<file path="src/rtl/fpadd_outq.sv">
// rtl/fpadd_outq.sv - result queue between a pipelined FP adder and its consumer
//
// Purpose: DEPTH-entry first-word-fall-through queue for 64-bit adder results.
//          It raises o_stopout early enough that results still inside the
//          LAT-stage adder pipe always fit. If a result arrives while the
//          queue is full and nothing is popped, the result is dropped and
//          the sticky o_overflow flag is set.
// Ports:
//    i_clk      clock; all state changes on the rising edge
//    i_rst      asynchronous active-high reset
//    i_pushin   adder result valid on i_din this cycle
//    i_din      adder result {sign, exp[10:0], fract[51:0]}
//    o_stopout  asks the operand source to stop issuing
//    o_pushout  o_dout is valid (queue not empty)
//    o_dout     oldest stored result, 64'h0 when empty
//    i_pullin   consumer accepts o_dout this cycle
//    o_count    number of stored entries
//    o_overflow sticky: a result was dropped while the queue was full
module fpadd_outq #(
   parameter int DEPTH = 8,
   parameter int LAT   = 3
) (
   input  logic                     i_clk,
   input  logic                     i_rst,
   input  logic                     i_pushin,
   input  logic [63:0]              i_din,
   output logic                     o_stopout,
   output logic                     o_pushout,
   output logic [63:0]              o_dout,
   input  logic                     i_pullin,
   output logic [$clog2(DEPTH):0]   o_count,
   output logic                     o_overflow
);

   localparam int AW = $clog2(DEPTH);
   localparam logic [AW:0] C_FULL = (AW+1)'(DEPTH);
   localparam logic [AW:0] C_STOP = (AW+1)'(DEPTH - LAT);

   logic [63:0]   r_mem [DEPTH];
   logic [AW-1:0] r_wp;
   logic [AW-1:0] r_rp;
   logic [AW:0]   r_count;
   logic          r_overflow;

   logic w_pop;
   logic w_full;
   logic w_wr;

   assign w_full = (r_count == C_FULL);
   assign w_pop  = (r_count != '0) && i_pullin;
   // A pop in the same cycle frees a slot, so a full queue still accepts.
   assign w_wr   = i_pushin && (!w_full || w_pop);

   // Storage is not reset; only the pointers and count define validity.
   always_ff @(posedge i_clk) begin
      if (w_wr && !i_rst) begin
         r_mem[r_wp] <= i_din;
      end
   end

   always_ff @(posedge i_clk or posedge i_rst) begin
      if (i_rst) begin
         r_wp       <= '0;
         r_rp       <= '0;
         r_count    <= '0;
         r_overflow <= 1'b0;
      end else begin
         if (w_wr) begin
            r_wp <= r_wp + AW'(1);
         end
         if (w_pop) begin
            r_rp <= r_rp + AW'(1);
         end
         case ({w_wr, w_pop})
            2'b10:   r_count <= r_count + (AW+1)'(1);
            2'b01:   r_count <= r_count - (AW+1)'(1);
            default: r_count <= r_count;
         endcase
         if (i_pushin && !w_wr) begin
            r_overflow <= 1'b1;
         end
      end
   end

   assign o_pushout  = (r_count != '0);
   assign o_dout     = o_pushout ? r_mem[r_rp] : 64'h0;
   // Registered count only: no combinational path from i_pushin or i_pullin.
   assign o_stopout  = (r_count >= C_STOP);
   assign o_count    = r_count;
   assign o_overflow = r_overflow;

endmodule

</file>
<file path="config.mk">
export PLATFORM = sky130hd
export DESIGN_NAME = fpadd_outq
export DESIGN_NICKNAME = d
export VERILOG_FILES = /design/src/rtl/fpadd_outq.sv
export SDC_FILE = /design/constraint.sdc
export NUM_CORES = 1
export LEC_CHECK = 0
export ABC_AREA = 1
export CORE_ASPECT_RATIO = 1.25
export CORE_MARGIN = 3
export CORE_UTILIZATION = 61
export CTS_BUF_LIST = sky130_fd_sc_hd__clkbuf_4 sky130_fd_sc_hd__clkbuf_8
export DETAILED_ROUTE_END_ITERATION = 8
export PLACE_DENSITY = 0.91
export SYNTH_ARGS = -nofsm -noshare
export SYNTH_HDL_FRONTEND = slang
export SYNTH_SLANG_ARGS = --single-unit
</file>
<file path="constraint.sdc">
create_clock -name i_clk -period 4.55 [get_ports i_clk]
set_input_delay 0.91 -clock i_clk [delete_from_list [all_inputs] [get_ports i_clk]]
set_output_delay 0.91 -clock i_clk [all_outputs]
set_load 0.03 [all_outputs]
</file>
# After elaboration in Yosys (flattened, before gate mapping)
# Memory sizes are Yosys's and may differ from the RTL's.
# Cells that the tools add are included.
# totals
regBits	11
mem_bits_rw	512
out_inout_bits	71
elab_cells	27
mem_count	1
# memory_table
memory	words	width	rd	rd_clocked_by_memory_dff	wr	line_no	source
r_mem	8	64	1	0	1	39	logic [63:0] r_mem [DEPTH];
# classes
n_addsub	4
order_cmp	1
eq_ne	3
mux	4
n_reduce_logical	10
# ops
cell	count
two-way mux 64 bit	1
one-hot mux 4 bit (2 select lines)	1
adder 3 x 1 -> 3 bit (second input constant)	2
adder 4 x 1 -> 4 bit (second input constant)	1
== test 4 bit (second input constant)	1
greater-or-equal comparator 4 x 3 -> 1 bit (second input constant)	1
logical AND 1 bit	4
nonzero test 4 bit	1
subtractor 4 x 1 -> 4 bit (second input constant)	1
logical NOT 1 bit	3
== test 2 x 1 -> 1 bit (second input constant)	1
== test 2 bit (second input constant)	1
two-way mux 1 bit	2
nonzero test 2 bit	1
logical OR 1 bit	1

# Logic depth before layout (Yosys ltp)
# Gate-level depths: netlist of the first run.
# logic_depth
ltp_word	7
depth_mapped	13
mapped_depth_nobuf	13

# Least setup slack after synthesis of the first run
# No wires, ideal clock.
# synth_path
path_type	input-to-reg
startpoint	input i_pullin
endpoint	memory r_mem[0][0], enable pin
arrival_ns	4.188
path_slack_ns	-0.124
path_stages	5
n_path_buf	0
path_cell_list	nor2_1 nand3_1 nand2_1 or2_2 nor2_1
# synth_between
elab_chain_cells	6
# synth_rtl
element	line_no	source
from (decl)	30	input logic i_pullin,
logical AND 1 bit	50	assign w_pop = (r_count != '0) && i_pullin;
logical OR 1 bit	52	assign w_wr = i_pushin && (!w_full || w_pop);
logical AND 1 bit	52	
logical AND 1 bit	56	if (w_wr && !i_rst) begin
two-way mux 1 bit	56	
two-way mux 1 bit (implied by the code)	57	r_mem[r_wp] <= i_din;
to (decl)	39	
# Every way passes these cells.

# Final worst setup path of the first run
# layout_path
startpoint	register r_count[0] (netlist: o_count[0])
endpoint	output o_dout[36]
# layout_between
elab_chain_cells	2
# layout_rtl
element	line_no	source
from (decl)	42	logic [AW:0] r_count;
from (signal assigned)	75	2'b10: r_count <= r_count + (AW+1)'(1);
from (signal assigned)	76	2'b01: r_count <= r_count - (AW+1)'(1);
from (signal assigned)	77	default: r_count <= r_count;
nonzero test 4 bit	85	assign o_pushout = (r_count != '0);
two-way mux 64 bit	86	assign o_dout = o_pushout ? r_mem[r_rp] : 64'h0;
to (decl)	29	output logic [63:0] o_dout,
# Every way passes these cells.

==> summary.txt, run 1 <==
Clock network
  • Clock transition at path regs: 0.06 ns
  • Num Clock Sinks: 523
  • Clock Tree Root: clkbuf_8
  • CTS tree: done
  • CTS buffer count: 79
  • Bufs on Longest Clock Path: 3
  • H-Tree Level Count: 3
  • Clk Latency, worst-skew pair: 0.60 ns

STA
  • Fin crit period: 4.28 ns
  • Final Hold Vio Count: 0
  • Fin crit share: 94.1%
  • RSZ-0062 raised after global routing: false
  • Worst Clk Skew: 0.0145 ns
  • PnR worst setup slack: 0.267 ns
  • Worst hold margin: 0.501 ns
  • Max Slew Vio Count: 0
  • Worst slew pin tran: 0.925 ns
  • Fmax: 233 MHz
  • Slew margin rel.: 38.3%
  • Final setup vio count: 0

Place
  • Count of buffers from port buffering: 138
  • GP Congestion: 0.783
  • DP Wirelength: 24000 um
  • Placed instance count: 2138
  • Pre-CTS WS: 0.884 ns

Yosys
  • Mux contribution to synthesized area: 0%
  • Cell area after synthesis: 20700 um2
  • Syn Area/Cell: 12.5 um2
  • Post-synthesis sequential area ratio: 75.5%
  • Simple-gate share of the synthesized area: 10.1%
  • Post-Synth XOR/XNOR Area: 0.211%
  • Register bit total from synthesis: 523
  • Post-Synthesis Cells: 1664
  • Main combinational cell family by area after synthesis: compound AO/OA/AOI/OAI gates
  • Count of cell types in the netlist: 25
  • Synth Area in Compound Gates: 11.0%
  • Post-Syn Nets: 1737
  • Adder-cell share of the synthesized area: 0.338%
  • Synth warn: 0

Die
  • Core footprint: 33100 um2
  • Die ar.: 36300 um2
  • Die Ht: 212 um
  • Row cnt: 74
  • Starting density of the core: 62.6%
  • Chip width: 171 um
  • Top Ports: 139

Power
  • Gate power share: 41.6%
  • Sw Ratio: 39.3%
  • Pint: 9.94 mW
  • Power Dens Cells: 679 nW/um2
  • Max VDD drop: 0.000552 V
  • Clk pwr share: 22.6%
  • Tot Pwr: 16.4 mW
  • Psw: 6.43 mW
  • Flop pwr share: 35.8%
  • Lkg Pwr: 8.01 nW

Setup path
  • Worst R2R Start: o_count[0]
  • Crit path DAT: 3.37 ns
  • Critical path origin: o_count[0]
  • Endpoint type of the worst setup path: output pin
  • Crit-path max FO: 30
  • Crit path launch type: flop
  • Kind of critical path: flop to output pin
  • Crit path required time: 3.64 ns

Final layout
  • Fin cells: 2284
  • Layout cells sized above 1: 8.91%
  • Multi-input gate area: 4560 um2
  • Layout Utilization: 72.7%
  • Area delta synth->final: 16.2%
  • Commonest non-fill, non-tap cell in the layout: nor2_1
  • Most frequent cells in the layout: nor2_1, edfxtp_1, o21ai_0
  • Register area: 15700 um2
  • Net count, final: 1876
  • FILL cells: 1947

GRT
  • Initial antenna violation count: 4
  • Largest net degree at the start of global routing: 258
  • Aggregate global routing overflow: 0
  • Total track usage: 26.0%
  • Global-route wire length before repair: 72800 um
  • Vias in the first global route: 14266

Routing
  • Top Metal Used: met5
  • DRC: 0
  • Vias/cell: 6.10
  • Antenna Nets Post-Route: 0
  • Met2 WL post-DR: 25100 um
  • M1 WL: 16800 um
  • Routed WL: 48000 um
  • DR iter-0 viols: 1738
  • Via count: 13929
  • DR pass1 iterations: 5
  • Routed wire per std cell: 21.0 um
  • Met3 wire length: 4330 um

Worst hold path
  • Hold Startpoint: o_overflow
  • Hold Crit Class: flop to flop

Flow run
  • Max-capacitance violation count: 0

Outcome
  • Status: finished clean
layer usage:
| layer | global-route usage (%) | vias up |
|---|---|---|
| li1 | - | 6223 |
| met1 | 30.8 | 6759 |
| met2 | 44.9 | 791 |
| met3 | 5.56 | 152 |
| met4 | 13.2 | 4 |
| met5 | 0 | - |
final cells by class:
| cell class | instances | share of cell area, % |
|---|---|---|
| repair buffers | 164 | 7.37 |
| well taps | 418 | 2.17 |
| flip-flops and latches | 523 | 65.0 |
| diodes | 3 | 0.0311 |
| clock buffers | 114 | 5.68 |
| inverters | 13 | 0.223 |
| clock inverters | 27 | 0.644 |
| multi-input cells | 1022 | 18.9 |
worst paths after layout:
check,endpoint,slack [ns],cells after the start
worst max-delay path,o_dout[36],0.27,6
worst min-delay path,o_overflow,0.50,1
worst max register to register,o_count[3],1.70,14
worst min register to register,o_overflow,0.50,1
max in group asynchronous,r_rp[0],3.75,3
min in group asynchronous,r_rp[1],0.61,3
synth_stat cells (all sizes together):
cell type | instances | area (um2)
nor2 | 527 | 1980
edfxtp | 512 | 15400
o21ai | 450 | 2250
clkbuf | 57 | 215
buf | 49 | 323
nand2 | 20 | 75.1
inv | 13 | 48.8
dfrtp | 11 | 275
nand3 | 9 | 45.0
ha | 4 | 50.1
a21oi | 3 | 15.0
xor2 | 3 | 26.3
xnor2 | 2 | 17.5
a21o | 1 | 7.51
fa | 1 | 20.0
o21bai | 1 | 7.51
or2 | 1 | 6.26
flip-flops by register name, indices dropped and copies added, names as in the netlist:
| register | flops |
|---|---|
| o_count | 4 |
| r_wp | 3 |
| r_mem | 512 |
| o_overflow | 1 |
| r_rp | 3 |
worst max-delay path: stages (launching register included):
cell	delay (ns)
dfrtp_1	0.42
nor2_1	0.13
nand2_2	0.57
buf_4	0.43
o21ai_0	0.18
nor2_1	0.29
clkdlybuf4s50_1	0.74
cells by family (layout without fill, tap and decap cells):
logic type | after synthesis | after routing
DFF | 523 | 523
buffers and inverters | 119 | 318
adders and majority gates | 5 | 5
AOI/OAI and AO/OA | 455 | 455
other | 0 | 3
and+or+nand+nor | 557 | 557
xor gates and xnor gates | 5 | 5
timing repair:
item / in CTS / in global routing
hold endpoints to repair: 0 / 0
hold buffers: 0 / 0
resized for setup: 0 / 1
setup endpoints to repair: 0 / 3
setup buffers: 0 / 1
power by group through the flow:
stage	combinational [mW]	clock, mW	sequential [mW]
floorplan	4.36	0	5.92
global placement	6.36	0	5.94
detailed placement	6.61	0	5.97
CTS	6.69	3.74	5.87
global route	7.40	3.95	5.88
finish	6.82	3.70	5.86
per-stage QoR:
step                      setup TNS (ns)  cell area, um2
after floorplan                   -31.86           20700
after global placement                 0           22500
after detailed placement               0           22500
after CTS                              0           24000
after global routing                   0           24100
final                                  0           24100
(Power assumes the default switching activity.)
==> run 2, diff against run 1 <==
==> config.mk (replaced) <==
export PLATFORM = sky130hd
export DESIGN_NAME = fpadd_outq
export DESIGN_NICKNAME = d
export VERILOG_FILES = /design/src/rtl/fpadd_outq.sv
export SDC_FILE = /design/constraint.sdc
export NUM_CORES = 1
export LEC_CHECK = 0
export CORE_ASPECT_RATIO = 1.25
export CORE_MARGIN = 3
export CORE_UTILIZATION = 65
export CTS_BUF_LIST = sky130_fd_sc_hd__clkbuf_4 sky130_fd_sc_hd__clkbuf_8
export DETAILED_ROUTE_END_ITERATION = 8
export PLACE_DENSITY = 0.95
export SYNTH_ARGS = -nofsm -noshare
export SYNTH_HDL_FRONTEND = slang
export SYNTH_SLANG_ARGS = --single-unit
==> constraint.sdc (replaced) <==
create_clock -name i_clk -period 5.2 [get_ports i_clk]
set_input_delay 1.04 -clock i_clk [delete_from_list [all_inputs] [get_ports i_clk]]
set_output_delay 1.04 -clock i_clk [all_outputs]
set_load 0.03 [all_outputs]
==> run 2 against run 1 <==
Compared with the run above:
- final cell count is 33% lower
- count of clock-buffer cells in the layout is 12 lower
- worst setup slack better by 0.39 ns
- utilization is 5.1 points higher
- total power is 18% lower
- die area is 8.5% lower
- global-route usage is 2.3 points higher
- critical path depth is 1 lower
- critical path type unchanged
- critical endpoint is now o_dout[46]
==> summary.txt, run 2 <==
Outcome
  • Status: finished clean

GRT
  • Global-route wire length before repair: 67700 um (-7.0%)
  • Total track usage: 28.2% (+2.3 points)
  • Vias in the first global route: 10595 (-26%)
  • Initial antenna violation count: 6 (+2)
  • Aggregate global routing overflow: 0 (unchanged)
  • Largest net degree at the start of global routing: 66 (-74%)

Setup path
  • Family with the most delay on the worst path: buffers and inverters
  • Slowest cell on crit path: dfrtp_4
  • Worst r2r path cells: 11 (-3)
  • Crit-path max FO: 26 (-13%)
  • Crit path launch type: flop
  • R2R setup slack: 2.32 ns (+0.62 ns)
  • Buf+Inv Stages, Crit Path: 2 (unchanged)
  • Worst path cell trace: buf_4, mux4_2, mux2i_1, nor2_1, clkdlybuf4s50_1
  • Reg-to-reg endpoint: o_count[3]
  • CP peak stage delay: 0.79 ns (+0.05 ns)
  • Crit path required time: 4.16 ns (+0.52 ns)
  • Endpoint type of the worst setup path: output pin
  • Crit path DAT: 3.50 ns (+0.13 ns)
  • Kind of critical path: flop to output pin
  • Worst R2R Start: o_count[0]

Clock network
  • Clock transition at path regs: 0.06 ns (about the same)
  • # hold bufs at CTS: 0 (unchanged)
  • H-Tree Level Count: 3 (unchanged)
  • Clk Latency, worst-skew pair: 0.60 ns (about the same)
  • CTS buffer count: 75 (-5.1%)
  • Bufs on Longest Clock Path: 3 (unchanged)
  • # resized after CTS: 0 (unchanged)
  • Num Clock Sinks: 523 (unchanged)
  • Clock Tree Root: clkbuf_8
  • CTS tree: done
  • Post-CTS Setup Inserts: 0 (unchanged)

Yosys
  • Ys flop type: edfxtp_1
  • Synth warn: 0 (unchanged)
  • Cell taking the most area after synthesis: edfxtp_1
  • Register bit total from synthesis: 523 (unchanged)
  • Count of cell types in the netlist: 37 (+48%)
  • Post-synthesis sequential area ratio: 77.6% (+2.2 points)
  • EDFF count, synth: 512 (unchanged)
  • Cell area after synthesis: 20200 um2 (-2.8%)
  • Syn Area/Cell: 22.8 um2 (+83%)
  • Post-Syn Nets: 956 (-45%)
  • Synth async-reset ratio: 2.10% (unchanged)
  • Post-Synthesis Cells: 883 (-47%)
  • Most instantiated library cell after synthesis: edfxtp_1
  • Synth top area share: 76.3% (+2.1 points)
  • Synth area leaders: edfxtp_1, mux4_2, mux2i_1, dfrtp_1, nor2_1
  • Post-synth top cells: edfxtp_1, mux4_2, nor2_1

Final layout
  • Top reg by flops: r_mem
  • Commonest non-fill, non-tap cell in the layout: edfxtp_1
  • Most frequent cells in the layout: edfxtp_1, clkdlybuf4s50_1, mux4_2
  • Fin cells: 1536 (-33%)
  • Finished Cell Area: 23600 um2 (-2.2%)
  • Area delta synth->final: 17.0%
  • Layout cells sized above 1: 25.4% (+16 points)
  • Net count, final: 1152 (-39%)
  • Number of flip-flops under the largest register name: 512 (unchanged)

Routing
  • DR iter-0 viols: 1048 (-40%)
  • Antenna Nets Post-Route: 0 (unchanged)
  • Vias/cell: 6.46 (+6.0%)
  • Routed WL: 44900 um (-6.5%)
  • Routed wire per std cell: 29.2 um (+39%)
  • Via count: 9925 (-29%)
  • DR pass1 iterations: 5 (unchanged)
  • DRC: 0 (unchanged)

Die
  • Chip width: 164 um (-4.3%)
  • Die ar.: 33200 um2 (-8.5%)
  • Die Ht: 203 um (-4.4%)
  • Top Ports: 139 (unchanged)
  • Starting density of the core: 66.6% (+4.0 points)
  • Row cnt: 71 (-4.1%)
  • Core footprint: 30300 um2 (-8.6%)

Worst hold path
  • Hold Path End: o_overflow
  • WHS Path Cells: 1 (unchanged)
  • Hold Crit Class: flop to flop
  • Hold Startpoint: o_overflow

Power
  • Lkg Pwr: 7.73 nW (-3.5%)
  • Power Dens Cells: 568 nW/um2 (-16%)
  • Max VDD drop: 0.000360 V (-35%)

STA
  • Fin crit share: 87.3%
  • Fmax: 220 MHz
  • RSZ-0062 raised after global routing: false
  • Slew margin rel.: 42.1% (+3.8 points)
  • Final Hold Vio Count: 0 (unchanged)
  • Fin crit period: 4.54 ns
  • Final setup vio count: 0 (unchanged)
  • Final TNS setup: 0 ns (unchanged)
  • Worst slew pin tran: 0.869 ns (-0.0568 ns)
  • Max Slew Vio Count: 0 (unchanged)
  • Worst Clk Skew: 0.0306 ns (+0.0161 ns)

Place
  • Placed Area: 22100 um2 (-1.7%)
  • Count of buffers from port buffering: 138 (unchanged)
  • Placed instance count: 1403 (-34%)
  • DP Wirelength: 23900 um (-0.53%)
  • GP Congestion: 0.731 (-6.7%)

Flow run
  • Max-capacitance violation count: 0 (unchanged)
-- run 2: cell types whose count changed after synthesis, moves of 12 or more --
cell      previous run  this run
nor2_1             527        67
mux2i_1              0        65
mux4_2               0       128
o21ai_0            313         2
o21ai_1            137         0
clkbuf_1            56         3
nand2_1             20         8
-- run 2: worst max-delay path by stage --
stage,from,end,slack (ns),cells past startpoint
after global placement,i_rst,r_mem[6][29],1.30,5
after detailed placement,i_rst,r_mem[6][31],1.15,5
after floorplan,i_pullin,r_mem[2][0],-0.52,5
after CTS,r_rp[0],o_dout[46],0.56,5
after global routing,r_rp[0],o_dout[46],0.47,5
final,r_rp[0],o_dout[46],0.66,5
-- run 2: cell families (layout without fill, tap and decap cells) --
family	Yosys count	after routing	synth area share, %
flip-flops	523	523	77.6
AND/OR/NAND/NOR	92	92	2.00
AO/OA/AOI/OAI	12	12	0.497
adder cells (fa/ha/maj)	5	5	0.348
other	0	4	0
multiplexers	195	195	17.6
XOR/XNOR	6	6	0.261
buffers and inverters	50	298	1.64
-- run 2: final cells by class --
type | instances | area, um2
Inverter | 6 | 22.5
Clock buffer | 102 | 1240
Fill cell | 1441 | 6710
Tap cell | 401 | 502
Timing Repair Buffer | 163 | 1660
Antenna cell | 4 | 10.0
Sequential cell | 523 | 15700
Clock inverter | 27 | 201
Multi-Input combinational cell | 310 | 4290
-- run 2: power breakdown --
group          total [mW]  internal, mW  switching (mW)
registers            5.33          4.96           0.378
clock network        3.18          1.69            1.48
logic                4.88          2.23            2.65
total                13.4          8.88            4.51
-- run 2: routing by layer --
layer / part of all wire [%] / vias up / track usage [%] / wire [um]
met5: 0.091 / - / 0 / 41
met4: 4.6 / 6 / 13.8 / 2060
met3: 7.3 / 130 / 5.80 / 3300
met2: 54 / 577 / 47.9 / 24200
met1: 34 / 5132 / 35.1 / 15300
li1: - / 4080 / - / -
-- run 2: metrics by stage --
stage          total power [mW]  setup slack (ns)  hold slack (ns)  utilization (%)
2_1_floorplan              8.57            -0.518            0.484                -
3_3_place_gp               10.1              1.30            0.480             73.1
3_5_place_dp               10.2              1.15            0.494             73.1
4_1_cts                    13.5             0.559            0.506             77.8
5_1_grt                    13.9             0.470            0.513             77.9
6_report                   13.4             0.661            0.502             77.9
